<file path="src/rtl/arb_mux_pkg.sv">
// Shared constants and helpers for the arbitrated mux family.
// clog2 never returns 0, so a grant index always has at least one bit.
package arb_mux_pkg;

  localparam int ARB_NUM_CH_MAX = 16;

  function automatic int clog2(input int n);
    int r;
    r = 1;
    while ((1 << r) < n) r++;
    return r;
  endfunction

endpackage

</file>
<file path="src/rtl/rr_pick.sv">
// Round-robin priority picker: first set req bit at or after ptr, wrapping.
// Purely combinational; ptr must be below N.
module rr_pick #(
  parameter int N = 4,
  parameter int W = 2
) (
  input  logic [N-1:0] req,
  input  logic [W-1:0] ptr,
  output logic         any_o,
  output logic [W-1:0] win
);

  // Scan from the farthest offset down so the nearest requester wins last.
  always_comb begin
    any_o = |req;
    win   = '0;
    for (int i = N - 1; i >= 0; i--) begin
      int idx;
      idx = int'(ptr) + i;
      if (idx >= N) idx = idx - N;
      if (req[idx]) win = W'(idx);
    end
  end

endmodule

</file>
<file path="src/rtl/rr_arb_mux.sv">
// N-channel round-robin mux, registered output, 1-cycle latency; ready_o drops while the output beat stalls.
// ARB_MUX_LOCK_EN adds lock_i, which keeps priority on the granted channel for bursts.
module rr_arb_mux
  import arb_mux_pkg::*;
#(
  parameter  int NUM_CH = 4,
  parameter  int DATA_W = 32,
  localparam int GNT_W  = clog2(NUM_CH)
) (
  input  logic                     clk_i,
  input  logic                     rst_i,
  input  logic [NUM_CH*DATA_W-1:0] data_i,
  input  logic [NUM_CH-1:0]        valid_i,
  output logic [NUM_CH-1:0]        ready_o,
  output logic [DATA_W-1:0]        data_o,
  output logic                     valid_o,
  input  logic                     ready_i,
  output logic [GNT_W-1:0]         grant_o
`ifdef ARB_MUX_LOCK_EN
  ,
  input  logic                     lock_i
`endif
);

  logic [GNT_W-1:0] ptr;
  logic [GNT_W-1:0] win;
  logic [GNT_W-1:0] ptr_nxt;
  logic             any;
  logic             load;
  logic             lock;

  rr_pick #(
    .N(NUM_CH),
    .W(GNT_W)
  ) u_pick (
    .req  (valid_i),
    .ptr  (ptr),
    .any_o(any),
    .win  (win)
  );

`ifdef ARB_MUX_LOCK_EN
  assign lock = lock_i;
`else
  assign lock = 1'b0;
`endif

  // Output slot is free or being drained this cycle.
  assign load    = !valid_o || ready_i;
  assign ptr_nxt = lock ? win : ((win == GNT_W'(NUM_CH - 1)) ? '0 : win + 1'b1);
  assign ready_o = (rst_i && load && any) ? (NUM_CH'(1) << win) : '0;

  always_ff @(posedge clk_i or negedge rst_i) begin
    if (!rst_i) begin
      data_o  <= '0;
      valid_o <= 1'b0;
      grant_o <= '0;
      ptr     <= '0;
    end else if (load) begin
      if (any) begin
        data_o  <= data_i[win*DATA_W +: DATA_W];
        valid_o <= 1'b1;
        grant_o <= win;
        ptr     <= ptr_nxt;
      end else begin
        valid_o <= 1'b0;
      end
    end
  end

endmodule

</file>
<file path="config.mk">
export PLATFORM = sky130hd
export DESIGN_NAME = rr_arb_mux
export DESIGN_NICKNAME = d
export VERILOG_FILES = /design/src/rtl/arb_mux_pkg.sv /design/src/rtl/rr_pick.sv /design/src/rtl/rr_arb_mux.sv
export SDC_FILE = /design/constraint.sdc
export NUM_CORES = 1
export LEC_CHECK = 0
export BUFFER_PORTS_ARGS = -buffer_cell sky130_fd_sc_hd__buf_2
export CAP_MARGIN = 25
export CORE_MARGIN = 2
export CORE_UTILIZATION = 45
export DETAILED_ROUTE_END_ITERATION = 7
export PLACE_DENSITY = 0.93
export SYNTH_ARGS = -nofsm -noshare
export SYNTH_HDL_FRONTEND = slang
export SYNTH_SLANG_ARGS = --single-unit
</file>
<file path="constraint.sdc">
create_clock -name clk_i -period 3.3 [get_ports clk_i]
set_clock_uncertainty 0.05 [all_clocks]
set_input_delay 0.165 -clock clk_i [delete_from_list [all_inputs] [get_ports clk_i]]
set_output_delay 0.165 -clock clk_i [all_outputs]
set_load 0.02 [all_outputs]
</file>
==> flow_metrics.py, run 1 <==
metrics = {
    "yosys": {
        "syn_inst": 294,
        "syn-cell-area_um2": 2510,
        "ys_seq_area_share_pct": 36.8,
        "synth_edf_count": 0,
        "synth_nets": 430,
        "async_flop_share_pct": 100,
        "syn_area_per_cell_um2": 8.55,
        "ys_types": 30,
        "yosys_warnings": 0,
        "yosys_register_bits": 37,
        "synth_ff_type": "dfrtp_1",
    },
    "finish": {
        "stdcell_count": 524,
        "finish.instance_area_um2": 3480,
        "fill_cells": 473,
        "drive_gt1_share_pct": 44.0,
        "diodes": 0,
        "finalNetCount": 588,
        "syn_to_final_growth_pct": 38.4,
    },
    "power": {
        "p_leak_nw": 1.78,
        "power_w": 0.00244,
        "ir_drop_mv": 0.387,
        "power_density_nw_per_um2": 702,
    },
    "clocking": {
        "root_buffer": "clkbuf_8",
        "clock_sinks": 37,
        "cts_tree": "done",
        "ctsResizeCount": 0,
        "cts_buffers": 5,
        "clk_latency_ns": 0.27,
        "clk_path_buf_depth": 2,
        "cts-hold-fix-buffers": 1,
        "postCtsSetupBuffers": 0,
        "ctsHtreeMaxLevel": 2,
        "clk_pin_slew_worst_paths_ns": 0.07,
    },
    "critical_path": {
        "r2r_cells": 7,
        "cpMaxStageDelayCell": "a2bb2oi_4",
        "crit_type": "reg -> out",
        "rr_startpoint": "ptr[1]",
        "max_stage_delay_ns": 0.55,
        "cp_num_buf_inv": 2,
        "worstPathArrival_ns": 2.72,
        "start_kind": "flip-flop",
        "worstSetupPathDepth": 7,
        "cp_cell_sequence": "mux2i_1, a2bb2oi_4, nand2_1, inv_2, ha_1, and3_1, buf_2",
        "cp-startpoint": "ptr[1]",
        "cp.required_ns": 3.08,
        "critPathMaxFanout": 36,
        "crit_family": "buffers and inverters",
        "endpoint_kind": "output port",
    },
    "floorplanning": {
        "initial_core_util_pct": 46.2,
        "die_h_um": 78.8,
        "dieArea_um2": 6200,
        "core-area_um2": 5440,
        "fp.dieW_um": 78.8,
        "row_count": 27,
        "io-pin-count": 174,
    },
    "drt": {
        "drtIter0Drc": 134,
        "routed_wl_um": 8110,
        "detail-route-antenna-nets": 0,
        "post_drt_wl_per_cell_um": 15.5,
        "drc": 0,
        "vias": 3010,
        "dr.pass1.iters": 5,
        "viasPerCell": 5.74,
    },
    "sta": {
        "fin_tns_setup_ns": 0,
        "worst_pin_slew_ns": 0.712,
        "slew_headroom_pct": 52.6,
        "fin_crit_ns": 2.94,
        "fin_crit_sh_pct": 89.0,
        "fmax_ghz": 0.340,
        "setup_viol": 0,
        "rsz0062_at_grt": "false",
        "hold_violations": 0,
        "maxSlewViolCount": 0,
    },
    "place": {
        "placement.cell_area_um2": 3380,
        "placed_cells": 516,
        "hpwl_um": 5840,
        "routabilityCongestion": 0.869,
        "port_buffers": 173,
    },
    "run": {
        "cap_violations": 0,
    },
    "grt": {
        "grt_pass1_vias": 2876,
        "grt_pass1_wl_um": 12600,
        "grt.total_usage_pct": 25.0,
        "gr-total-overflow": 0,
        "grt_antenna_before_repair": 0,
        "grt_max_degree": 65,
    },
    "min_path": {
        "hp-class": "in -> reg",
        "holdPathStages": 3,
        "hp-start": "data_i[74]",
    },
    "run_status": {
        "status": "complete, no violations",
    },
}
[power by group]
part           switching [W]  internal [W]
registers           0.000129      0.000653
clock network       0.000145      0.000166
logic               0.000845      0.000505
[synthesized netlist by cell type, drive strengths merged (2+ instances only)]
cell type  count  area share [%]
dfrtp         37              37
a21oi         66              13
a21boi        32             9.6
inv            3            0.45
o21ai          2            0.55
clkbuf        12             1.8
and3          33             8.2
o32ai         32              13
a21o           2            0.60
nand2         44             6.6
nor4           2            0.75
buf           18             4.7
nor3           2            0.40
[flip-flops by register name, summed over array words and instances, names as in the netlist]
register  count
data_o       32
grant_o       2
ptr           2
valid_o       1
[routing by layer]
metal / vias up / global-route usage, % / wire (um)
met5: - / 0 / 0
met4: 0 / 8.25 / 119
met3: 16 / 4.09 / 717
met2: 176 / 47.9 / 4240
met1: 1402 / 27.8 / 3030
li1: 1416 / - / -
[worst register-to-register path, delay by kind of cell, from the launching register on]
kind	cells	cell delay [ns]
DFF	1	0.46
adders and majority gates	1	0.35
AOI/OAI and AO/OA	1	0.55
buffers and inverters	1	0.49
and+or+nand+nor	3	0.29
muxes	1	0.19
[final timing paths]
check	endpoint	slack, ns
worst max-delay path	ready_o[3]	0.36
worst min-delay path	data_o[10]	0.07
worst max register to register	ptr[1]	0.82
worst min register to register	grant_o[1]	0.46
max in group asynchronous	data_o[31]	2.40
min in group asynchronous	data_o[9]	0.45
[cell type report]
| type | instances | area (um2) | area share (%) |
|---|---|---|---|
| Clock buffer | 7 | 86.3 | 2.48 |
| Inverter | 3 | 11.3 | 0.324 |
| Multi-Input combinational cell | 224 | 1440 | 41.3 |
| Sequential cell | 37 | 926 | 26.6 |
| Tap cell | 72 | 90.1 | 2.59 |
| Timing Repair Buffer | 181 | 928 | 26.7 |
[kinds of logic (layout without fill, tap and decap cells)]
| group | Yosys count | count (layout) | share of synthesized area (%) |
|---|---|---|---|
| flip-flops | 37 | 37 | 36.8 |
| adder cells (fa/ha/maj) | 1 | 1 | 0.497 |
| AO/OA/AOI/OAI | 137 | 137 | 38.5 |
| AND/OR/NAND/NOR | 85 | 85 | 16.9 |
| buffers and inverters | 33 | 191 | 6.96 |
| multiplexers | 1 | 1 | 0.398 |
[per-stage QoR]
stage / utilization, % / setup WS (ns) / hold slack [ns]
finish: 64.0 / 0.362 / 0.0745
global route: 64.0 / 0.104 / 0.0709
CTS: 64.0 / 0.345 / 0.0607
detailed placement: 62.2 / 0.678 / 0.199
global placement: 62.2 / 0.754 / 0.183
floorplan: - / 1.29 / -0.181
[layout by cell type, fill, tap and decap left out, types with 6 or more instances in the layout]
cell / instances
a21boi_0: 21
nand2_1: 44
o32ai_1: 25
a21boi_1: 11
o32ai_2: 7
buf_2: 173
buf_4: 7
clkbuf_8: 6
a21oi_1: 65
and3_1: 33
dfrtp_1: 37
(Power assumes the default switching activity.)
==> run 2, diff against run 1 <==
MAX_ROUTING_LAYER = met4   (was not set)
==> run 2 against run 1 <==
Wire length rose by 0.32%. Sequential share of layout area did not move. Sequential power barely moved. Highest routed layer unchanged. Critical path depth did not move.
==> flow_metrics.py, run 2 (synthesis results as in run 1) <==
metrics = {
    "clocking": {
        "clock_sinks": 37,
        "clk_latency_ns": 0.27,
        "ctsResizeCount": 0,
        "cts_buffers": 5,
        "ctsHtreeMaxLevel": 2,
        "root_buffer": "clkbuf_8",
        "clk_path_buf_depth": 2,
        "cts_tree": "done",
        "clk_pin_slew_worst_paths_ns": 0.07,
    },
    "grt": {
        "gr-total-overflow": 0,
        "grt_max_degree": 65,
        "grt_antenna_before_repair": 0,
        "grt_pass1_vias": 2875,
        "grt.total_usage_pct": 25.7,
        "grt_pass1_wl_um": 12600,
    },
    "finish": {
        "seq_area_um2": 926,
        "diodes": 0,
        "multiInputGateArea_um2": 1440,
        "syn_to_final_growth_pct": 38.4,
        "fill_cells": 473,
        "top_regs": "data_o: 32 flops, grant_o: 2 flops, ptr: 2 flops",
        "largest_register_ffs": 32,
        "regMostFlops": "data_o",
        "drive_gt1_share_pct": 44.0,
        "finalNetCount": 588,
        "final_cell_mix": "buf_2, a21oi_1, nand2_1",
        "final_common_cell": "buf_2",
    },
    "drt": {
        "post_drt_wl_per_cell_um": 15.5,
        "detail-route-antenna-nets": 0,
        "routed_wl_um": 8140,
        "drtIter0Drc": 157,
        "vias": 3006,
        "drc": 0,
        "viasPerCell": 5.74,
        "dr.pass1.iters": 4,
    },
    "floorplanning": {
        "io-pin-count": 174,
        "core-area_um2": 5440,
        "row_count": 27,
        "initial_core_util_pct": 46.2,
        "die_h_um": 78.8,
        "fp.dieW_um": 78.8,
        "dieArea_um2": 6200,
    },
    "run": {
        "cap_violations": 0,
    },
    "power": {
        "power_density_nw_per_um2": 702,
        "ir_drop_mv": 0.387,
        "p_leak_nw": 1.78,
        "power_w": 0.00244,
    },
    "sta": {
        "fmax_ghz": 0.341,
        "fin_crit_ns": 2.93,
        "worst_pin_slew_ns": 0.715,
        "worst_hold_slack_ns": 0.0737,
        "rsz0062_at_grt": "false",
        "fin_crit_sh_pct": 88.9,
        "maxSlewViolCount": 0,
        "hold_violations": 0,
        "setup_viol": 0,
        "slew_headroom_pct": 52.3,
        "fin_tns_setup_ns": 0,
    },
    "place": {
        "port_buffers": 173,
        "routabilityCongestion": 0.884,
        "hpwl_um": 5840,
    },
    "critical_path": {
        "critPathMaxFanout": 36,
        "cp.required_ns": 3.08,
        "crit_type": "reg -> out",
        "r2r_cells": 7,
        "endpoint_kind": "output port",
        "worstPathArrival_ns": 2.72,
        "start_kind": "flip-flop",
    },
    "min_path": {
        "holdPathStages": 3,
        "hp-class": "in -> reg",
    },
    "run_status": {
        "status": "complete, no violations",
    },
}
==> run 2: cell counts in the layout (fill, tap and decap cells not counted) <==
No cell type changed its count.
==> run 2: cell type report <==
cell class / instances / share of cell area (%)
Clock buffer: 7 / 2.48
Inverter: 3 / 0.324
Multi-Input combinational cell: 224 / 41.3
Sequential cell: 37 / 26.6
Tap cell: 72 / 2.59
Timing Repair Buffer: 181 / 26.7
==> run 2: path summary, 6_finish.rpt <==
| kind | start | to | slack (ns) |
|---|---|---|---|
| setup / recovery | ptr[1] | ready_o[3] | 0.37 |
| min in group asynchronous | rst_i | data_o[17] | 0.45 |
| hold / removal | data_i[75] | data_o[11] | 0.07 |
| setup reg to reg | ptr[1] | ptr[1] | 0.82 |
| max in group asynchronous | rst_i | data_o[29] | 2.40 |
| hold reg to reg | grant_o[1] | grant_o[1] | 0.46 |
==> run 2: power by group <==
group	internal (W)	switching, W
registers	0.000653	0.000129
clock network	0.000166	0.000146
logic	0.000505	0.000846
total	0.00132	0.00112
==> run 2: critical path, stage by stage, from the launching register on <==
cell	delay [ns]
dfrtp_1	0.46
mux2i_1	0.19
a2bb2oi_4	0.54
nand2_1	0.18
inv_2	0.50
ha_1	0.27
and3_1	0.15
buf_2	0.16
==> run 2: what timing repair did <==
action,4_1_cts,5_1_grt
hold buffers,1,0
hold endpoints to repair,37,0
buffers inserted,0,0
setup endpoints to repair,0,0
==> run 2: per-layer routing <==
metal / up-vias / GRT usage (%) / routed length (um)
met3: 10 / 3.86 / 692
met4: 0 / 8.25 / 88
met5: - / - / 0
li1: 1413 / - / -
met1: 1421 / 28.0 / 3100
met2: 162 / 47.9 / 4260
==> run 2: metrics by stage <==
step / worst slack [ns] / instance area (um2) / utilization, % / instances
2_1_floorplan: 1.29 / 2510 / - / 294
3_3_place_gp: 0.754 / 3380 / 62.2 / 516
3_5_place_dp: 0.678 / 3380 / 62.2 / 516
4_1_cts: 0.345 / 3480 / 64.0 / 524
5_1_grt: 0.104 / 3480 / 64.0 / 524
6_report: 0.368 / 3480 / 64.0 / 524
